==> config.mk <==
export PLATFORM = sky130hd
export DESIGN_NAME = fir_decim_quant
export DESIGN_NICKNAME = d
export VERILOG_FILES = /design/src/rtl/fir_decim_quant.sv
export SDC_FILE = /design/constraint.sdc
export NUM_CORES = 1
export LEC_CHECK = 0
export ABC_AREA = 1
export BUFFER_PORTS_ARGS = -buffer_cell sky130_fd_sc_hd__buf_4
export CORE_MARGIN = 2
export CORE_UTILIZATION = 59
export CTS_BUF_LIST = sky130_fd_sc_hd__clkbuf_16
export DETAILED_ROUTE_END_ITERATION = 7
export HOLD_SLACK_MARGIN = 0.1
export MAX_ROUTING_LAYER = met4
export PLACE_DENSITY = 0.85
export SLEW_MARGIN = 0
export SYNTH_ARGS = -nofsm -noshare
export SYNTH_HDL_FRONTEND = slang
export SYNTH_SLANG_ARGS = --single-unit
==> constraint.sdc <==
create_clock -name clk -period 2.8 [get_ports clk]
set_input_delay 0.14 -clock clk [delete_from_list [all_inputs] [get_ports clk]]
set_output_delay 0.14 -clock clk [all_outputs]
set_load 0.01 [all_outputs]
==> src/rtl/fir_decim_quant.sv <==
// Decimate the 17-tap FIR's full-precision sum, round/saturate to OUT_WIDTH bits,
// and buffer results in a small FIFO behind a valid/ready output handshake.
module fir_decim_quant #(
  parameter int DECIM      = 4,
  parameter int SHIFT      = 16,
  parameter int OUT_WIDTH  = 16,
  parameter int FIFO_DEPTH = 8
) (
  input  logic                        clk,
  input  logic                        rst,
  input  logic                        in_valid,
  input  logic signed [31:0]          in_data,
  output logic                        out_valid,
  input  logic                        out_ready,
  output logic signed [OUT_WIDTH-1:0] out_data,
  output logic [7:0]                  sat_cnt,
  output logic [7:0]                  drop_cnt,
  output logic                        overflow
);

  localparam int AW = $clog2(FIFO_DEPTH);
  localparam logic signed [32:0] MAXV = (33'sd1 <<< (OUT_WIDTH-1)) - 33'sd1;
  localparam logic signed [32:0] MINV = -(33'sd1 <<< (OUT_WIDTH-1));

  // 33-bit add keeps the half-LSB rounding term from wrapping near full scale.
  function automatic logic signed [32:0] round_shift(input logic signed [31:0] x);
    logic signed [32:0] s;
    s = $signed({x[31], x}) + (33'sd1 <<< (SHIFT-1));
    return s >>> SHIFT;
  endfunction

  function automatic logic sat_hit(input logic signed [32:0] v);
    return (v > MAXV) || (v < MINV);
  endfunction

  function automatic logic signed [OUT_WIDTH-1:0] clamp(input logic signed [32:0] v);
    if (v > MAXV) return MAXV[OUT_WIDTH-1:0];
    if (v < MINV) return MINV[OUT_WIDTH-1:0];
    return v[OUT_WIDTH-1:0];
  endfunction

  logic [3:0]                  r_phase;
  logic                        r_vld_p1;
  logic                        r_vld_p2;
  logic signed [32:0]          r_data_p1;
  logic signed [OUT_WIDTH-1:0] r_data_p2;
  logic [AW:0]                 r_wptr;
  logic [AW:0]                 r_rptr;
  logic signed [OUT_WIDTH-1:0] r_mem [FIFO_DEPTH];
  logic [7:0]                  r_sat_cnt;
  logic [7:0]                  r_drop_cnt;
  logic                        r_overflow;

  logic w_keep;
  logic w_empty;
  logic w_full;
  logic w_pop;
  logic w_push;
  logic w_drop;

  assign w_keep  = in_valid && (r_phase == 4'd0);
  assign w_empty = (r_wptr == r_rptr);
  assign w_full  = (r_wptr[AW] != r_rptr[AW]) && (r_wptr[AW-1:0] == r_rptr[AW-1:0]);
  assign w_pop   = !w_empty && out_ready;
  assign w_push  = r_vld_p2 && (!w_full || w_pop);
  assign w_drop  = r_vld_p2 && w_full && !w_pop;

  always_ff @(posedge clk or posedge rst) begin
    if (rst) begin
      r_phase    <= '0;
      r_vld_p1   <= 1'b0;
      r_vld_p2   <= 1'b0;
      r_wptr     <= '0;
      r_rptr     <= '0;
      r_sat_cnt  <= '0;
      r_drop_cnt <= '0;
      r_overflow <= 1'b0;
    end else begin
      if (in_valid)
        r_phase <= (r_phase == 4'(DECIM-1)) ? 4'd0 : r_phase + 4'd1;
      // stage 0 -> 1: kept sample enters the rounding stage
      r_vld_p1 <= w_keep;
      // stage 1 -> 2: clamp decision, counted as stage 2 loads
      r_vld_p2 <= r_vld_p1;
      if (r_vld_p1 && sat_hit(r_data_p1) && (r_sat_cnt != 8'hFF))
        r_sat_cnt <= r_sat_cnt + 8'd1;
      // stage 2 -> FIFO
      if (w_push)
        r_wptr <= r_wptr + (AW+1)'(1);
      if (w_pop)
        r_rptr <= r_rptr + (AW+1)'(1);
      if (w_drop) begin
        r_overflow <= 1'b1;
        if (r_drop_cnt != 8'hFF)
          r_drop_cnt <= r_drop_cnt + 8'd1;
      end
    end
  end

  always_ff @(posedge clk) begin
    if (w_keep)
      r_data_p1 <= round_shift(in_data);
    if (r_vld_p1)
      r_data_p2 <= clamp(r_data_p1);
    // On full-with-pop the write lands in the slot being vacated by the head.
    if (w_push)
      r_mem[r_wptr[AW-1:0]] <= r_data_p2;
  end

  assign out_valid = !w_empty;
  assign out_data  = w_empty ? '0 : r_mem[r_rptr[AW-1:0]];
  assign sat_cnt   = r_sat_cnt;
  assign drop_cnt  = r_drop_cnt;
  assign overflow  = r_overflow;

endmodule

## Word-level counts from Yosys, hierarchy flattened

Memories as Yosys holds them, arrays and structs flattened.
Cells that the tools add are included.

| word-level totals | value |
|---|---|
| flip-flop bits (word level) | 64 |
| bits in writable memories | 128 |
| bits of input ports | 36 |
| output and inout bits | 34 |
| word-level logic and storage cells | 53 |
| memories kept | 1 |

| cells by class | value |
|---|---|
| add/sub/neg operators | 6 |
| $lt $le $gt $ge | 2 |
| equal/unequal tests | 6 |
| multiplexer cells | 13 |
| reduce and logical (&&, ||, !) cells | 15 |

Memory list:

| name | words | bits a word | read ports | clocked after Yosys merged registers in | write ports | line | source |
|---|---|---|---|---|---|---|---|
| r_mem | 8 | 16 | 1 | 0 | 1 | 49 | `logic signed [OUT_WIDTH-1:0] r_mem [FIFO_DEPTH];` |

Operators with widths:

| kind | number |
|---|---|
| 16-bit 2-to-1 mux | 5 |
| 32-bit by 17-bit adder with 33-bit output (second input constant) | 1 |
| 17-bit by 16-bit > comparator with 1-bit output (second input constant) | 1 |
| 17-bit by 16-bit < comparator with 1-bit output (second input constant) | 1 |
| 8-bit by 1-bit adder with 8-bit output (second input constant) | 2 |
| 8-bit != test (second input constant) | 2 |
| 4-bit by 1-bit adder with 4-bit output (second input constant) | 3 |
| 1-bit logical AND | 8 |
| 1-bit 2-to-1 mux | 7 |
| 4-bit by 2-bit == test with 1-bit output (second input constant) | 1 |
| 4-bit == test | 1 |
| 4-bit logical NOT | 1 |
| 4-bit 2-to-1 mux | 1 |
| 3-bit == test | 1 |
| 1-bit logical NOT | 3 |
| 1-bit logical OR | 2 |
| 2-bit AND reduction | 1 |
| 1-bit != test | 1 |

## Logic depth before layout (Yosys ltp)

| logic depth | value |
|---|---|
| depth in word-level cells | 7 |
| depth in mapped cells | 10 |
| gate-level depth less buffers | 10 |

## Worst setup path before layout

No wires, ideal clock.

| timing path | value |
|---|---|
| path type | reg2reg |
| from | register r_wptr[3] |
| to | memory r_mem[0][0], enable pin |
| setup time | 388 ps |
| data arrival time | 1702 ps |
| required time | 2412 ps |
| slack | 710 ps |
| stages on the path, launching flop included | 7 |
| buffers on the path | 0 |
| clock period less this slack | 2090 ps |
| cells stage by stage | dfrtp_1 > xor2_1 > nand2_1 > nor2_4 > nor2_4 > nand2_1 > nor2_1 |

| on the way | value |
|---|---|
| cells in the longest elaborated chain, start to end | 7 |
| elaborated cells between the ends (all ways) | 10 |
| those cells by class | eq/ne: 2; mux: 2; reduce/logical: 6 |

Ends and longest elaborated chain:

| element | line | source |
|---|---|---|
| start: declaration | 47 | `logic [AW:0] r_wptr;` |
| start signal: assignment | 89 | `r_wptr <= r_wptr + (AW+1)'(1);` |
| 4-bit == test / 1-bit != test (equally long branches) | 62, 63 |  |
| 1-bit logical NOT / 1-bit logical AND (equally long branches) | 64, 63 |  |
| 1-bit logical AND / 1-bit logical NOT (equally long branches) | 64, 65 |  |
| 1-bit logical OR * | 65 | `assign w_push = r_vld_p2 && (!w_full \|\| w_pop);` |
| 1-bit logical AND * | 65 |  |
| 1-bit 2-to-1 mux * | 106 | `if (w_push)` |
| 1-bit 2-to-1 mux (not written as such) * | 107 | `r_mem[r_wptr[AW-1:0]] <= r_data_p2;` |
| end: declaration | 49 |  |

Mark *: on every way between the ends. The rest lies on a longest branch, timed or not.

## Final worst setup path

| timing path | value |
|---|---|
| from | register r_rptr[1] |
| to | output port out_data[6] |

| on the way | value |
|---|---|
| cells in the longest elaborated chain, start to end | 2 |
| elaborated cells between the ends (all ways) | 3 |
| those cells by class | eq/ne: 1; mux: 1; memory: 1 |

Ends and longest elaborated chain:

| element | line | source |
|---|---|---|
| start: declaration | 48 | `logic [AW:0] r_rptr;` |
| start signal: assignment | 91 | `r_rptr <= r_rptr + (AW+1)'(1);` |
| memory read 8 x 16 bit / 4-bit == test (equally long branches) | - |  |
| 16-bit 2-to-1 mux * | 111 | `assign out_data = w_empty ? '0 : r_mem[r_rptr[AW-1:0]];` |
| end: declaration | 15 | `output logic signed [OUT_WIDTH-1:0] out_data,` |

Marks and branches as above.

==> impl_metrics.env <==
export IMPL_outcome="complete, no violations"
export IMPL_synth_compound_area_share=0.0817
export IMPL_setup_viol_count_final=0
export IMPL_report_final_slew_viol_count=0
export IMPL_dr_total_vias=5680
export IMPL_cellInternalPower_mw=5.66
export IMPL_maxClockFrequency_ghz=0.405
export IMPL_power_frac_seq=0.408
export IMPL_route_detailed_drc=0
export IMPL_n_antenna_cell=0
export IMPL_cts_reportedPaths_clkPinSlew_ns=0.06
export IMPL_synth_xor_area_frac=0.0372
export IMPL_detailedRoute_firstIterationViolations=569
export IMPL_layout_area_seq_um2=5610
export IMPL_multi_input_area_um2=2330
export IMPL_setup_total_negative_slack_ns=0
export IMPL_post_drt_via_cell_ratio=5.64
export IMPL_dp_hpwl_mm=10.5
export IMPL_synth_top_family_by_area="simple AND/OR/NAND/NOR gates"
export IMPL_worst_slew_margin_rel=0.417
export IMPL_comb_power_share=0.324
export IMPL_critical_path_peak_fanout=67
export IMPL_floorplan_initialDensity=0.598
export IMPL_yosys_register_bits=192
export IMPL_cts_setup_buffers=0
export IMPL_clock_share_of_power=0.268
export IMPL_synth_cell_types=31
export IMPL_regToRegStartpoint="r_rptr[2]"
export IMPL_syn_mean_instance_area_um2=11.3
export IMPL_layout_common_cells="161 x sky130_fd_sc_hd__edfxtp_1, 151 x sky130_fd_sc_hd__nor2_1, 114 x sky130_fd_sc_hd__nand2_1"
export IMPL_boundaryPins=70
export IMPL_number_of_synthesized_flops_with_an_enable_pin=161
export IMPL_setup_worst_path_class="reg2out"
export IMPL_fillCellCount=931
export IMPL_total_clock_sinks=192
export IMPL_fp_coreArea_um2=13800
export IMPL_final_antenna_net_count=0
export IMPL_critPathCaptureType="output pin"
export IMPL_switchingPower_mw=2.89
export IMPL_layout_core_utilization=0.701
export IMPL_clock_insertion_delay_worst_skew_ns=0.43
export IMPL_cts_repair_resized=0
export IMPL_cts_tree="yes"
export IMPL_synth_net_count=773
export IMPL_pwr_density_cell_nw_per_um2=885
export IMPL_yosys_warnings=0
export IMPL_final_period_minus_worst_setup_slack_ns=2.47
export IMPL_layout_cells_most_common="sky130_fd_sc_hd__edfxtp_1"
export IMPL_worst_endpoint_required_ns=2.66
export IMPL_grt_pass1_wl_mm=25.8
export IMPL_hp_class="in2reg"
export IMPL_fin_total_pwr_mw=8.55
export IMPL_worst_r2r_path_depth=7
export IMPL_rsz0062_at_grt="false"
export IMPL_dr_pass1_iters=5
export IMPL_design_final_nets=857
export IMPL_grt_antenna_before_repair=0
export IMPL_buffers_on_ports=54
export IMPL_synthesis_area_um2=8240
export IMPL_post_synth_and_or_nand_nor_area_fraction=0.154
export IMPL_vert_die_dim_um=122
export IMPL_switching_share=0.338
export IMPL_timing_worst_slew_pin_value_ns=0.873
export IMPL_yosysTopAreaCellShare=0.587
export IMPL_max_cap_viol_count=0
export IMPL_seq_area_frac_synth=0.681
export IMPL_detail_route_wirelength_mm=16.5
export IMPL_finalHoldViolCount=0
export IMPL_areaGrowthSynthToFinish_pct=17.2
export IMPL_cts_hold_buffers_added=19
export IMPL_final_routed_wire_length_divided_by_cell_count_um=16.4
export IMPL_vdd_ir_drop_worst_uv=436
export IMPL_synthesis_instances=730
export IMPL_fin_crit_sh=0.883
export IMPL_maximum_number_of_pins_on_one_net_before_global_route_repair=68
export IMPL_floorplan_die_area_um2=14900
export IMPL_cts_buffer_depth=2
export IMPL_leading_cell_types_by_total_area_after_synthesis="sky130_fd_sc_hd__edfxtp_1 59%, sky130_fd_sc_hd__dfrtp_1 9.4%, sky130_fd_sc_hd__nor2_1 6.9%"
export IMPL_async_reset_ff_frac=0.161
export IMPL_gp_congestion=0.807
export IMPL_numCtsBuffers=17
export IMPL_fp_dieW_um=122
export IMPL_synth_adder_area_share=0.0106
export IMPL_static_leakage_power_nw=3.75
export IMPL_grt_total_usage=0.239
export IMPL_r2r_end="r_mem[0][8]"
export IMPL_grt_residual_overflow=0
export IMPL_via_count_of_the_first_global_routing_pass=5405
export IMPL_min_from="in_data[24]"
export IMPL_ctsRootBufferMaster="sky130_fd_sc_hd__clkbuf_16"
export IMPL_final_setup_skew_ns=0.00799
export IMPL_muxShareOfSynthArea=0
export IMPL_critPathArrivalTime_ns=2.33
export IMPL_cp_start_kind="flip-flop"
export IMPL_drive_above_1_share=0.144
export IMPL_worst_r2r_setup_slack_ns=0.81
export IMPL_depth_of_the_cts_h_tree=4
export IMPL_netlist_top_cell_by_area="sky130_fd_sc_hd__edfxtp_1"
export IMPL_worstHoldEndpoint="r_data_p1[8]"
export IMPL_synth_top_flop_cell="sky130_fd_sc_hd__edfxtp_1"
export IMPL_std_cell_rows=43
export IMPL_hold_path_cell_count=3
-- cell families after synthesis --
logic type	count (synthesis)
flops	192
simple gates	309
buf+inv	72
compound gates	115
fa+ha+maj	7
xor+xnor	35
-- worst max-delay path: stages, from the launching register on --
cell	delay [ns]
sky130_fd_sc_hd__dfrtp_1	0.39
sky130_fd_sc_hd__buf_4	0.55
sky130_fd_sc_hd__o21ai_0	0.23
sky130_fd_sc_hd__o21ai_0	0.25
sky130_fd_sc_hd__o21ai_1	0.10
sky130_fd_sc_hd__nor2_1	0.22
sky130_fd_sc_hd__buf_4	0.16
-- cells in the mapped netlist (all sizes together), types with 5 or more instances --
master  count
buf        16
clkbuf     14
dfrtp      31
edfxtp    161
ha          7
inv        42
nand2     116
nand3      25
nand4       5
nor2      154
nor3        7
o21ai      92
o32ai      16
xnor2      15
xor2       20
-- stage by stage --
step | setup WS [ns] | hold slack [ns] | instance area (µm²) | cells
final | 0.328 | 0.139 | 9660 | 1007
after global routing | 0.167 | 0.137 | 9660 | 1007
after CTS | 0.320 | 0.114 | 9660 | 1007
after detailed placement | 0.796 | 0.376 | 8900 | 956
after global placement | 0.908 | 0.363 | 8900 | 956
after floorplan | 0.710 | 0.244 | 8240 | 730
-- registers in the layout, summed over array words and instances, names as in the netlist --
| name | count |
|---|---|
| sat_cnt | 8 |
| r_data_p2 | 16 |
| r_data_p1 | 17 |
| overflow | 1 |
| r_vld_p1 | 1 |
| r_rptr | 4 |
| r_vld_p2 | 1 |
| drop_cnt | 8 |
| r_mem | 128 |
| r_wptr | 4 |
| r_phase | 4 |
-- power groups by stage --
| stage | Combinational [mW] | Clock [mW] | Sequential, mW |
|---|---|---|---|
| floorplan | 1.73 | 0 | 3.49 |
| global placement | 2.54 | 0 | 3.52 |
| detailed placement | 2.69 | 0 | 3.54 |
| CTS | 2.76 | 2.32 | 3.48 |
| global route | 3.06 | 2.46 | 3.51 |
| finish | 2.77 | 2.29 | 3.49 |
-- routing by layer --
layer  track usage  wire length, µm  up-vias
met4        0.0970              341        0
met2         0.405             8760      253
li1              -                -     2674
met5             -                0        -
met1         0.277             6280     2719
met3        0.0548             1160       34
-- how the worst max path moves through the flow --
stage / startpoint / to / slack (ns) / depth (start not counted)
finish: r_rptr[1] / out_data[6] / 0.33 / 6
global route: r_rptr[1] / out_data[0] / 0.17 / 6
CTS: r_rptr[1] / out_data[6] / 0.32 / 6
detailed placement: r_rptr[1] / out_data[6] / 0.80 / 6
global placement: r_rptr[2] / r_mem[6][13] / 0.91 / 7
floorplan: r_wptr[3] / r_mem[0][0] / 0.71 / 6
-- area by class of cell --
cell class / instances / area share
repair buffers: 95 / 0.0788
inverters: 42 / 0.0163
multi-input cells: 466 / 0.242
clock inverters: 15 / 0.0150
well taps: 180 / 0.0233
flip-flops and latches: 192 / 0.581
clock buffers: 17 / 0.0441
Power figures use the tool's default switching activity.
